`src/rtl/alu_src_ctrl_fsm.sv`:
```
// ---------------------------------------------------------------------------
// alu_src_ctrl_fsm
//   Multicycle control sequencer for a MIPS-style datapath. Steps
//   FETCH -> DECODE -> EXEC -> WB per instruction and drives the ALU operand
//   selects (ALUSrcA/ALUSrcB), the ALU operation code and all datapath enables.
//   Memory states (FETCH, MRD, MWR) wait on mem_ready with a bounded timeout.
//
//   Build option: define ILLEGAL_OP_TRAP_EN to trap unknown opcodes and unknown
//   R-type funct codes to the ILL state (exception vector). When undefined,
//   unknown opcodes complete as a NOP in DECODE and unknown funct codes
//   execute as add.
//
// Ports
//   clk, reset_n            clock (rising edge), async active-low reset
//   opcode, funct           IR[31:26], IR[5:0]; held stable by the IR
//   mem_ready               memory completes the current read/write
//   ALUSrcA                 0=PC, 1=rs
//   ALUSrcB                 00=rt, 01=4, 10=SE imm, 11=SE imm<<2
//   ALUOp                   001 add, 010 sub, 011 and, 110 xor, 000 idle
//   PCWrite..MemToReg       datapath enables
//   PCSource                00 ALU, 01 ALUOut, 10 jump target, 11 exc vector
//   instr_done              pulse on the last cycle of an instruction
//   bus_err                 pulse on memory timeout
//   state_dbg               current state encoding
//
// Handshake: mem_ready is only sampled in FETCH, MRD and MWR; a transfer
// completes in the cycle mem_ready is high, and the request strobe
// (MemRead/MemWrite) is held until then or until the wait counter expires.
// ---------------------------------------------------------------------------
module alu_src_ctrl_fsm #(
    parameter int WAIT_MAX = 15
) (
    input  logic       clk,
    input  logic       reset_n,
    input  logic [5:0] opcode,
    input  logic [5:0] funct,
    input  logic       mem_ready,
    output logic       ALUSrcA,
    output logic [1:0] ALUSrcB,
    output logic [2:0] ALUOp,
    output logic       PCWrite,
    output logic       PCWriteCond,
    output logic       IorD,
    output logic       MemRead,
    output logic       MemWrite,
    output logic       IRWrite,
    output logic       RegWrite,
    output logic       RegDst,
    output logic       MemToReg,
    output logic [1:0] PCSource,
    output logic       instr_done,
    output logic       bus_err,
    output logic [3:0] state_dbg
);

    typedef enum logic [3:0] {
        S_RST    = 4'd0,
        S_FETCH  = 4'd1,
        S_DECODE = 4'd2,
        S_MADDR  = 4'd3,
        S_MRD    = 4'd4,
        S_MWB    = 4'd5,
        S_MWR    = 4'd6,
        S_R_EX   = 4'd7,
        S_R_WB   = 4'd8,
        S_I_EX   = 4'd9,
        S_I_WB   = 4'd10,
        S_BR     = 4'd11,
        S_JMP    = 4'd12,
        S_ILL    = 4'd13
    } state_t;

    state_t     r_state;
    state_t     w_state_next;
    logic [3:0] r_wait_cnt;
    logic       w_wait_max;
    logic       w_timeout;
    logic       w_mem_wait;

    assign state_dbg  = r_state;
    assign w_wait_max = (r_wait_cnt == 4'(WAIT_MAX));
    assign w_mem_wait = ((r_state == S_FETCH) || (r_state == S_MRD) ||
                         (r_state == S_MWR)) && !mem_ready;

    always_ff @(posedge clk or negedge reset_n) begin
        if (!reset_n) begin
            r_state    <= S_RST;
            r_wait_cnt <= 4'd0;
        end else begin
            r_state <= w_state_next;
            // A timeout re-enters FETCH from FETCH, so clear on timeout too,
            // not only on a change of state.
            if (w_timeout || (w_state_next != r_state))
                r_wait_cnt <= 4'd0;
            else if (w_mem_wait)
                r_wait_cnt <= r_wait_cnt + 4'd1;
        end
    end

    always_comb begin
        w_state_next = S_FETCH;
        w_timeout    = 1'b0;
        ALUSrcA      = 1'b0;
        ALUSrcB      = 2'b00;
        ALUOp        = 3'b000;
        PCWrite      = 1'b0;
        PCWriteCond  = 1'b0;
        IorD         = 1'b0;
        MemRead      = 1'b0;
        MemWrite     = 1'b0;
        IRWrite      = 1'b0;
        RegWrite     = 1'b0;
        RegDst       = 1'b0;
        MemToReg     = 1'b0;
        PCSource     = 2'b00;
        instr_done   = 1'b0;
        bus_err      = 1'b0;

        case (r_state)
            S_FETCH: begin
                // Ready on the final count still completes the fetch.
                if (!mem_ready && w_wait_max) begin
                    w_timeout    = 1'b1;
                    bus_err      = 1'b1;
                    w_state_next = S_FETCH;
                end else begin
                    MemRead      = 1'b1;
                    ALUSrcB      = 2'b01;
                    ALUOp        = 3'b001;
                    IRWrite      = mem_ready;
                    PCWrite      = mem_ready;
                    w_state_next = mem_ready ? S_DECODE : S_FETCH;
                end
            end
            S_DECODE: begin
                ALUSrcB = 2'b11;
                ALUOp   = 3'b001;
                case (opcode)
                    6'h00:        w_state_next = S_R_EX;
                    6'h23, 6'h2B: w_state_next = S_MADDR;
                    6'h08:        w_state_next = S_I_EX;
                    6'h04:        w_state_next = S_BR;
                    6'h02:        w_state_next = S_JMP;
                    default: begin
`ifdef ILLEGAL_OP_TRAP_EN
                        w_state_next = S_ILL;
`else
                        w_state_next = S_FETCH;
                        instr_done   = 1'b1;
`endif
                    end
                endcase
            end
            S_MADDR: begin
                ALUSrcA      = 1'b1;
                ALUSrcB      = 2'b10;
                ALUOp        = 3'b001;
                w_state_next = (opcode == 6'h2B) ? S_MWR : S_MRD;
            end
            S_MRD: begin
                if (!mem_ready && w_wait_max) begin
                    w_timeout = 1'b1;
                    bus_err   = 1'b1;
                end else begin
                    MemRead      = 1'b1;
                    IorD         = 1'b1;
                    w_state_next = mem_ready ? S_MWB : S_MRD;
                end
            end
            S_MWB: begin
                RegWrite   = 1'b1;
                MemToReg   = 1'b1;
                instr_done = 1'b1;
            end
            S_MWR: begin
                if (!mem_ready && w_wait_max) begin
                    w_timeout = 1'b1;
                    bus_err   = 1'b1;
                end else begin
                    MemWrite     = 1'b1;
                    IorD         = 1'b1;
                    instr_done   = mem_ready;
                    w_state_next = mem_ready ? S_FETCH : S_MWR;
                end
            end
            S_R_EX: begin
                ALUSrcA      = 1'b1;
                w_state_next = S_R_WB;
                case (funct)
                    6'h20:   ALUOp = 3'b001;
                    6'h22:   ALUOp = 3'b010;
                    6'h24:   ALUOp = 3'b011;
                    6'h26:   ALUOp = 3'b110;
                    default: begin
`ifdef ILLEGAL_OP_TRAP_EN
                        ALUOp        = 3'b000;
                        w_state_next = S_ILL;
`else
                        ALUOp        = 3'b001;
`endif
                    end
                endcase
            end
            S_R_WB: begin
                RegWrite   = 1'b1;
                RegDst     = 1'b1;
                instr_done = 1'b1;
            end
            S_I_EX: begin
                ALUSrcA      = 1'b1;
                ALUSrcB      = 2'b10;
                ALUOp        = 3'b001;
                w_state_next = S_I_WB;
            end
            S_I_WB: begin
                RegWrite   = 1'b1;
                instr_done = 1'b1;
            end
            S_BR: begin
                ALUSrcA     = 1'b1;
                ALUOp       = 3'b010;
                PCWriteCond = 1'b1;
                PCSource    = 2'b01;
                instr_done  = 1'b1;
            end
            S_JMP: begin
                PCWrite    = 1'b1;
                PCSource   = 2'b10;
                instr_done = 1'b1;
            end
`ifdef ILLEGAL_OP_TRAP_EN
            S_ILL: begin
                PCWrite    = 1'b1;
                PCSource   = 2'b11;
                instr_done = 1'b1;
            end
`endif
            // RST and unused encodings: all outputs idle, restart at FETCH.
            default: w_state_next = S_FETCH;
        endcase
    end

endmodule

```
`config.mk`:
```
export PLATFORM = sky130hd
export DESIGN_NAME = alu_src_ctrl_fsm
export DESIGN_NICKNAME = d
export VERILOG_FILES = /design/src/rtl/alu_src_ctrl_fsm.sv
export SDC_FILE = /design/constraint.sdc
export NUM_CORES = 1
export LEC_CHECK = 0
export BUFFER_PORTS_ARGS = -buffer_cell sky130_fd_sc_hd__buf_2
export CAP_MARGIN = 20
export CORE_MARGIN = 5
export CORE_UTILIZATION = 46
export DETAILED_ROUTE_END_ITERATION = 7
export GPL_TIMING_DRIVEN = 0
export PLACE_DENSITY = 0.88
export SLEW_MARGIN = 20
export SYNTH_ARGS = -nofsm -noshare
export SYNTH_HDL_FRONTEND = slang
export SYNTH_SLANG_ARGS = --single-unit
```
`constraint.sdc`:
```
create_clock -name clk -period 1.9 [get_ports clk]
set_clock_uncertainty 0.1 [all_clocks]
set_input_delay 0.095 -clock clk [delete_from_list [all_inputs] [get_ports clk]]
set_output_delay 0.095 -clock clk [all_outputs]
set_load 0.02 [all_outputs]
```
==> key figures, run 1 <==
Run status
  – Status: complete, but fails checks
  – Failing checks: negative setup slack

Pwr
  – Power share of the combinational group: 0.779
  – Sequential Power Share: 0.148
  – Internal cell power: 0.802 mW
  – Sw frac: 0.523
  – Clock power share: 0.073
  – Maximum vdd drop: between 0.7 and 0.8 mV
  – Pwr Density: around 1300 nW/um^2
  – Leakage Power: slightly above 0.6 nW
  – Psw: 0.879 mW

Routing
  – Wire per inst: about 15 um
  – Post-DRT Antenna Nets: 0
  – Final wirelength: 2750 um
  – Post-route DRC: 0
  – 1st-iter DRT viols: 47
  – First-pass DRT Iterations: 4
  – Drt via density: between 5 and 6
  – Vias: 1095

Timing
  – Tcrit/Tclk final: 1.03
  – Rel. slew slack: 0.726
  – RSZ-0062 raised after global routing: yes
  – Crit path time final: 1.95 ns
  – Slew Viols, Final: 0
  – Worst-Margin Slew: ~0.41 ns
  – F_max: between 0.5 and 0.6 GHz
  – Final Hold Vio Count: 0
  – Final hold slack: 0.100 ns
  – PnR worst setup slack: -0.0527 ns
  – Final setup viols: 5

Placed design
  – Dpl ws: ~0.0031 ns
  – GP Congestion: 0.901
  – I/O Buffers: 37
  – DP Wirelength: ~2000 um
  – Dpl cell area: around 1100 um^2

Floorplanning
  – Core outline area: around 1700 um^2
  – DIE AREA: approximately 2800 um^2
  – Die H: 52.8 um
  – Initial Utilization: 0.488
  – Die width: 52.8 um
  – FP Rows: 15
  – Num ports: 38

Logic synthesis
  – FFs w/ async S/R, synth: 1.00
  – Synth top area share: 0.238
  – Ys flop type: dfrtp_1
  – Syn. warnings: 0
  – Synth cell types: 44
  – Number of synthesized flops with an enable pin: 0
  – Top cells by area, synth: dfrtp_1 (24%), nand2_1 (6.2%), nor3_1 (4.8%)
  – Synth Area per Inst: 7.59 um^2
  – Synthesized instance count: approximately 110
  – Mapped Area: around 840 um^2
  – Post-Syn Nets: about 130
  – Seq/Total Area, Yosys: 0.238
  – Synth cell count leaders: nand2_1 (14), dfrtp_1 (8), nor3_1 (8), o21ai_0 (8), nor2_1 (6)
  – Most instantiated library cell after synthesis: nand2_1
  – #FFs+latches synth: 8
  – Cell taking the most area after synthesis: dfrtp_1

CTS
  – TritonCTS clock tree: yes
  – CTS buffer count: 3
  – Root cell of the clock tree: clkbuf_4
  – Clock buffer depth: 2
  – Clk slew on worst S/H paths: 0.05 ns
  – CTS Sinks: 8
  – H-tree Lvls: 1
  – Clock Latency Late Sink: between 0.2 and 0.3 ns

Final layout
  – Layout cells sized above 1: 0.481
  – Multi-input logic area: approximately 680 um^2
  – Area grow syn2layout: 49.6%
  – Final instance area: 1260 um^2
  – Ant. Diodes: 0
  – Fin nets: 180
  – Reg area: just over 200 um^2
  – Fin util: 0.730
  – Fillers: around 150

Setup path
  – R2R Path Start: state_dbg[2]$_DFF_PN0_
  – CP Launch Point: state_dbg[2]$_DFF_PN0_
  – WP data required: between 1.5 and 2 ns
  – Crit-path max FO: 2
  – R2R depth: 5
  – Data arrival time of the critical path: roughly 1.8 ns
  – Worst setup EP type: output port
  – End of the critical path: instr_done
  – CP Class: flip-flop to output port
  – Crit-path cells: or4b_4 -> a311o_1 -> o2111ai_2 -> buf_6
  – Critical path launch point type: flip-flop
  – Reg-to-reg endpoint: r_wait_cnt[2]$_DFFE_PN0P_
  – R2R setup slack: -0.04 ns
  – Critical Path Max Stage Delay: 0.54 ns
  – CP max stage cell: or4b_4

Min path
  – Worst hold path type: primary input to flip-flop

GRT
  – GRT Total Usage: 0.190
  – Number of antenna violations at the first check in global routing: 0
  – First-pass GRT wire length: roughly 4000 um
  – Largest net degree at the start of global routing: 11
  – Vias in the first global route: 970
  – GR Overflow Total: 0

Flow run
  – Max cap viols: 0
[placed cells by master (no fill, tap or decap), types with 2 or more instances in the layout]
| master | Yosys | routed |
|---|---|---|
| buf_4 | 1 | 11 |
| nor3_2 | 0 | 3 |
| nor3_1 | 8 | 5 |
| a31oi_1 | 3 | 3 |
| mux2i_1 | 2 | 2 |
| dfrtp_2 | 0 | 3 |
| buf_6 | 0 | 2 |
| nand3_1 | 3 | 3 |
| clkbuf_4 | 0 | 3 |
| nand4_1 | 2 | 2 |
| clkbuf_2 | 0 | 3 |
| dfrtp_1 | 8 | 5 |
| o21ai_0 | 8 | 7 |
| nand2b_1 | 2 | 2 |
| a21o_1 | 2 | 2 |
| nor2b_1 | 5 | 3 |
| xor2_1 | 3 | 3 |
| nor2_1 | 6 | 6 |
| nand2_1 | 14 | 14 |
| o211ai_1 | 4 | 4 |
| buf_2 | 0 | 38 |
| a21oi_1 | 5 | 5 |
| and3_1 | 3 | 3 |
| or2_2 | 2 | 2 |
[area by class of cell]
type                    instances  share of cell area
multi-input cells              95               0.538
repair buffers                 48               0.224
flip-flops and latches          8               0.162
plain buffers                   7              0.0298
well taps                      25              0.0248
clock buffers                   3              0.0179
inverters                       1             0.00298
[per-stage QoR]
step / cells / power (mW) / setup TNS (ns)
2_1_floorplan: 111 / 0.984 / 0
6_report: 187 / 1.68 / -0.167
3_3_place_gp: 173 / 1.28 / 0
4_1_cts: 182 / 1.51 / -0.117
5_1_grt: 187 / 1.80 / -0.505
3_5_place_dp: 173 / 1.30 / 0
[how the worst min path moves through the flow]
| stage | from | to | slack, ns | depth (start not counted) |
|---|---|---|---|---|
| 4_1_cts | opcode[1] | state_dbg[0]$_DFF_PN0_ | 0.05 | 3 |
| 2_1_floorplan | reset_n | r_wait_cnt[0]$_DFFE_PN0P_ | -0.30 | 0 |
| 6_report | opcode[1] | state_dbg[0]$_DFF_PN0_ | 0.10 | 3 |
| 3_3_place_gp | reset_n | state_dbg[3]$_DFF_PN0_ | -0.17 | 1 |
| 5_1_grt | opcode[1] | state_dbg[0]$_DFF_PN0_ | 0.09 | 3 |
| 3_5_place_dp | reset_n | state_dbg[1]$_DFF_PN0_ | -0.16 | 1 |
[power groups by stage]
| stage | sequential, mW | combinational, mW | clock [mW] |
|---|---|---|---|
| after floorplan | 0.296 | 0.688 | 0 |
| after global placement | 0.267 | 1.01 | 0 |
| after detailed placement | 0.272 | 1.03 | 0 |
| after CTS | 0.255 | 1.13 | 0.131 |
| after global routing | 0.256 | 1.40 | 0.141 |
| final | 0.249 | 1.31 | 0.123 |
[flip-flops by register name, summed over array words and instances (netlist names)]
signal      flops
r_wait_cnt      4
state_dbg       4
[timing repair]
action | in CTS | in global routing
resized for setup | 10 | 23
endpoints found under the hold margin | 8 | 0
hold buffers | 1 | 0
pin swaps | 4 | 3
endpoints found under the setup margin | 11 | 16
setup buffers | 5 | 5
cloned | 0 | 0
[worst max-delay path: cells and delay by family, from the launching register on]
family / cells / cell delay [ns]
AND/OR/NAND/NOR: 1 / 0.54
buffers and inverters: 1 / 0.15
flip-flops: 1 / 0.39
AO/OA/AOI/OAI: 2 / 0.43
[metal layers]
metal	track usage	part of all wire
met1	0.244	0.42
met2	0.314	0.46
met3	0.0285	0.092
met4	0.0766	0.024
met5	0	0
[logic make-up after synthesis]
logic type	count (synthesis)	synth area share
and+or+nand+nor	58	0.409
DFF	8	0.238
xor gates and xnor gates	4	0.0416
buffers and inverters	8	0.0401
muxes	2	0.0238
AOI/OAI and AO/OA	30	0.233
adders and majority gates	1	0.0149
Note: power is estimated with default switching activity, not from simulation.
==> run 2: changes to the inputs <==
- CORE_UTILIZATION: 46 -> 45
- PLACE_DENSITY: 0.88 -> 0.87
==> key figures, run 2 (synthesized netlist as in run 1, its figures left out) <==
Routing
  – First-pass DRT Iterations: 4 (unchanged)
  – Vias: 1107 (was 1095)
  – Wire per inst: 15.1 um (was 14.7 um)
  – Drt via density: 5.95 (was 5.86)
  – Post-DRT Antenna Nets: 0 (unchanged)
  – Final wirelength: 2820 um (was 2750 um)
  – 1st-iter DRT viols: 35 (was 47)
  – Post-route DRC: 0 (unchanged)

CTS
  – CTS Sinks: 8 (unchanged)
  – Clock Latency Late Sink: 0.24 ns (was 0.25 ns)
  – H-tree Lvls: 1 (unchanged)
  – Root cell of the clock tree: clkbuf_4 (unchanged)
  – Clock buffer depth: 2 (unchanged)
  – Clk slew on worst S/H paths: 0.05 ns (about the same)
  – CTS buffer count: 3 (unchanged)
  – TritonCTS clock tree: yes (unchanged)

Floorplanning
  – FP Rows: 15 (unchanged)
  – Num ports: 38 (unchanged)
  – Core outline area: 1750 um^2 (was 1730 um^2)
  – Die width: 53.3 um (was 52.8 um)
  – Die H: 53.3 um (was 52.8 um)
  – DIE AREA: 2840 um^2 (was 2790 um^2)
  – Initial Utilization: 0.482 (was 0.488)

Setup path
  – End of the critical path: r_wait_cnt[2]$_DFFE_PN0P_ (was instr_done)
  – Top delay family on crit path: simple AND/OR/NAND/NOR gates (unchanged)
  – Worst setup EP type: flip-flop (was output port)
  – Crit-path max FO: 4 (was 2)
  – WP data required: 1.92 ns (was 1.70 ns)
  – R2R setup slack: -0.07 ns (was -0.04 ns)
  – Reg-to-reg endpoint: r_wait_cnt[2]$_DFFE_PN0P_ (unchanged)
  – CP Class: flip-flop to flip-flop (was flip-flop to output port)
  – CP max stage cell: or4b_4 (unchanged)
  – Critical path launch point type: flip-flop (unchanged)
  – Crit-path cells: or4b_4 -> buf_6 -> nor4b_4 -> a2bb2oi_4 -> nor3_1 (was or4b_4 -> a311o_1 -> o2111ai_2 -> buf_6)
  – R2R Path Start: state_dbg[2]$_DFF_PN0_ (unchanged)
  – R2R depth: 5 (unchanged)
  – Cell depth of the worst setup path: 5 (was 4)
  – CP Launch Point: state_dbg[2]$_DFF_PN0_ (unchanged)
  – Worst Path Buf+Inv: 1 (unchanged)
  – Critical Path Max Stage Delay: 0.55 ns (was 0.54 ns)
  – Data arrival time of the critical path: 1.99 ns (was 1.76 ns)

Timing
  – PnR worst setup slack: -0.0742 ns (was -0.0527 ns)
  – Tcrit/Tclk final: 1.04 (was 1.03)
  – Final Hold Vio Count: 0 (unchanged)
  – F_max: 0.507 GHz (was 0.512 GHz)
  – Slew Viols, Final: 0 (unchanged)
  – Worst-Margin Slew: 0.436 ns (was 0.407 ns)
  – RSZ-0062 raised after global routing: yes (unchanged)
  – Final hold slack: 0.0814 ns (was 0.100 ns)
  – Rel. slew slack: 0.707 (was 0.726)
  – Crit path time final: 1.97 ns (was 1.95 ns)
  – Final setup viols: 5 (unchanged)

Pwr
  – Clock power share: 0.073 (about the same)
  – Power share of the combinational group: 0.771 (was 0.779)
  – Maximum vdd drop: 0.879 mV (was 0.773 mV)
  – Sw frac: 0.527 (was 0.523)
  – Pwr Total: 1.62 mW (was 1.68 mW)
  – Psw: 0.853 mW (was 0.879 mW)
  – Sequential Power Share: 0.156 (was 0.148)
  – Pwr Density: 1320 nW/um^2 (was 1330 nW/um^2)
  – Internal cell power: 0.765 mW (was 0.802 mW)
  – Leakage Power: 0.597 nW (was 0.605 nW)

GRT
  – Vias in the first global route: 966 (was 970)
  – GRT Total Usage: 0.203 (was 0.190)
  – Largest net degree at the start of global routing: 11 (unchanged)
  – GR Overflow Total: 0 (unchanged)
  – Number of antenna violations at the first check in global routing: 0 (unchanged)
  – First-pass GRT wire length: 4240 um (was 4000 um)

Final layout
  – Ant. Diodes: 0 (unchanged)
  – Layout cells sized above 1: 0.441 (was 0.481)
  – Fillers: 151 (was 153)
  – Fin nets: 179 (was 180)
  – Most common cell after layout, fill and taps aside: buf_2 (unchanged)
  – Most frequent cells in the layout: buf_2 (36), nand2_1 (14), buf_4 (11) (was buf_2 (38), nand2_1 (14), buf_4 (11))
  – Area grow syn2layout: 45.5% (was 49.6%)

Placed design
  – GP Congestion: 0.889 (was 0.901)
  – DP Wirelength: 1980 um (was 1970 um)
  – I/O Buffers: 37 (unchanged)

Min path
  – Worst hold path type: primary input to flip-flop (unchanged)

Flow run
  – Max cap viols: 0 (unchanged)

Run status
  – Failing checks: negative setup slack (unchanged)
  – Status: complete, but fails checks (unchanged)
==> run 2: metal layers <==
layer / routed length (um) / vias to the layer above / share of wire / GRT usage
met5: 0 / - / 0 / 0
met4: 112 / 0 / 0.040 / 0.166
met3: 295 / 8 / 0.10 / 0.0225
met2: 1290 / 66 / 0.46 / 0.302
met1: 1120 / 517 / 0.40 / 0.259
li1: - / 516 / - / -
==> run 2: worst reg2reg max path: cells and delay by family, from the launching register on <==
kind | cells | cell delay (ns)
buffers and inverters | 1 | 0.15
DFF | 1 | 0.41
AOI/OAI and AO/OA | 1 | 0.21
and+or+nand+nor | 3 | 0.98
==> run 2: how the worst min path moves through the flow <==
| stage | startpoint | to | depth (start not counted) |
|---|---|---|---|
| 2_1_floorplan | reset_n | r_wait_cnt[0]$_DFFE_PN0P_ | 0 |
| 3_3_place_gp | reset_n | state_dbg[1]$_DFF_PN0_ | 1 |
| 3_5_place_dp | reset_n | r_wait_cnt[0]$_DFFE_PN0P_ | 1 |
| 4_1_cts | opcode[1] | state_dbg[0]$_DFF_PN0_ | 3 |
| 5_1_grt | opcode[1] | state_dbg[0]$_DFF_PN0_ | 3 |
| 6_report | opcode[1] | state_dbg[0]$_DFF_PN0_ | 3 |
==> run 2: layout make-up <==
cell class	count	area [um^2]	area share
clock buffer	3	22.5	0.0184
sequential	8	203	0.165
buffer	7	37.5	0.0306
timing repair buffer	47	272	0.222
inverter	1	3.75	0.00306
multi-input combinational	95	656	0.535
tap	25	31.3	0.0255
==> run 2: power groups by stage <==
stage | Clock [mW] | Combinational [mW] | Sequential (mW)
after CTS | 0.124 | 1.15 | 0.248
after global placement | 0 | 1.01 | 0.266
after detailed placement | 0 | 1.03 | 0.268
final | 0.119 | 1.25 | 0.252
after global routing | 0.143 | 1.34 | 0.255
after floorplan | 0 | 0.688 | 0.296
==> run 2: through the flow <==
step	utilization	std cells	area, um^2	setup TNS (ns)	worst slack [ns]
after floorplan	-	111	842	0	0.0416
after global placement	0.606	173	1060	0	0.0223
after detailed placement	0.606	173	1060	-0.0251	-0.0106
after CTS	0.667	184	1160	-0.0174	-0.0174
after global routing	0.702	186	1220	-0.635	-0.131
final	0.702	186	1220	-0.309	-0.0742
==> run 2: what timing repair did <==
action                                  in CTS  in global routing
endpoints found under the setup margin      13                 17
hold endpoints to repair                     8                  0
hold buffers                                 1                  0
pin swaps                                    5                  5
buffers inserted                             7                  2
gates resized for setup                      8                 16
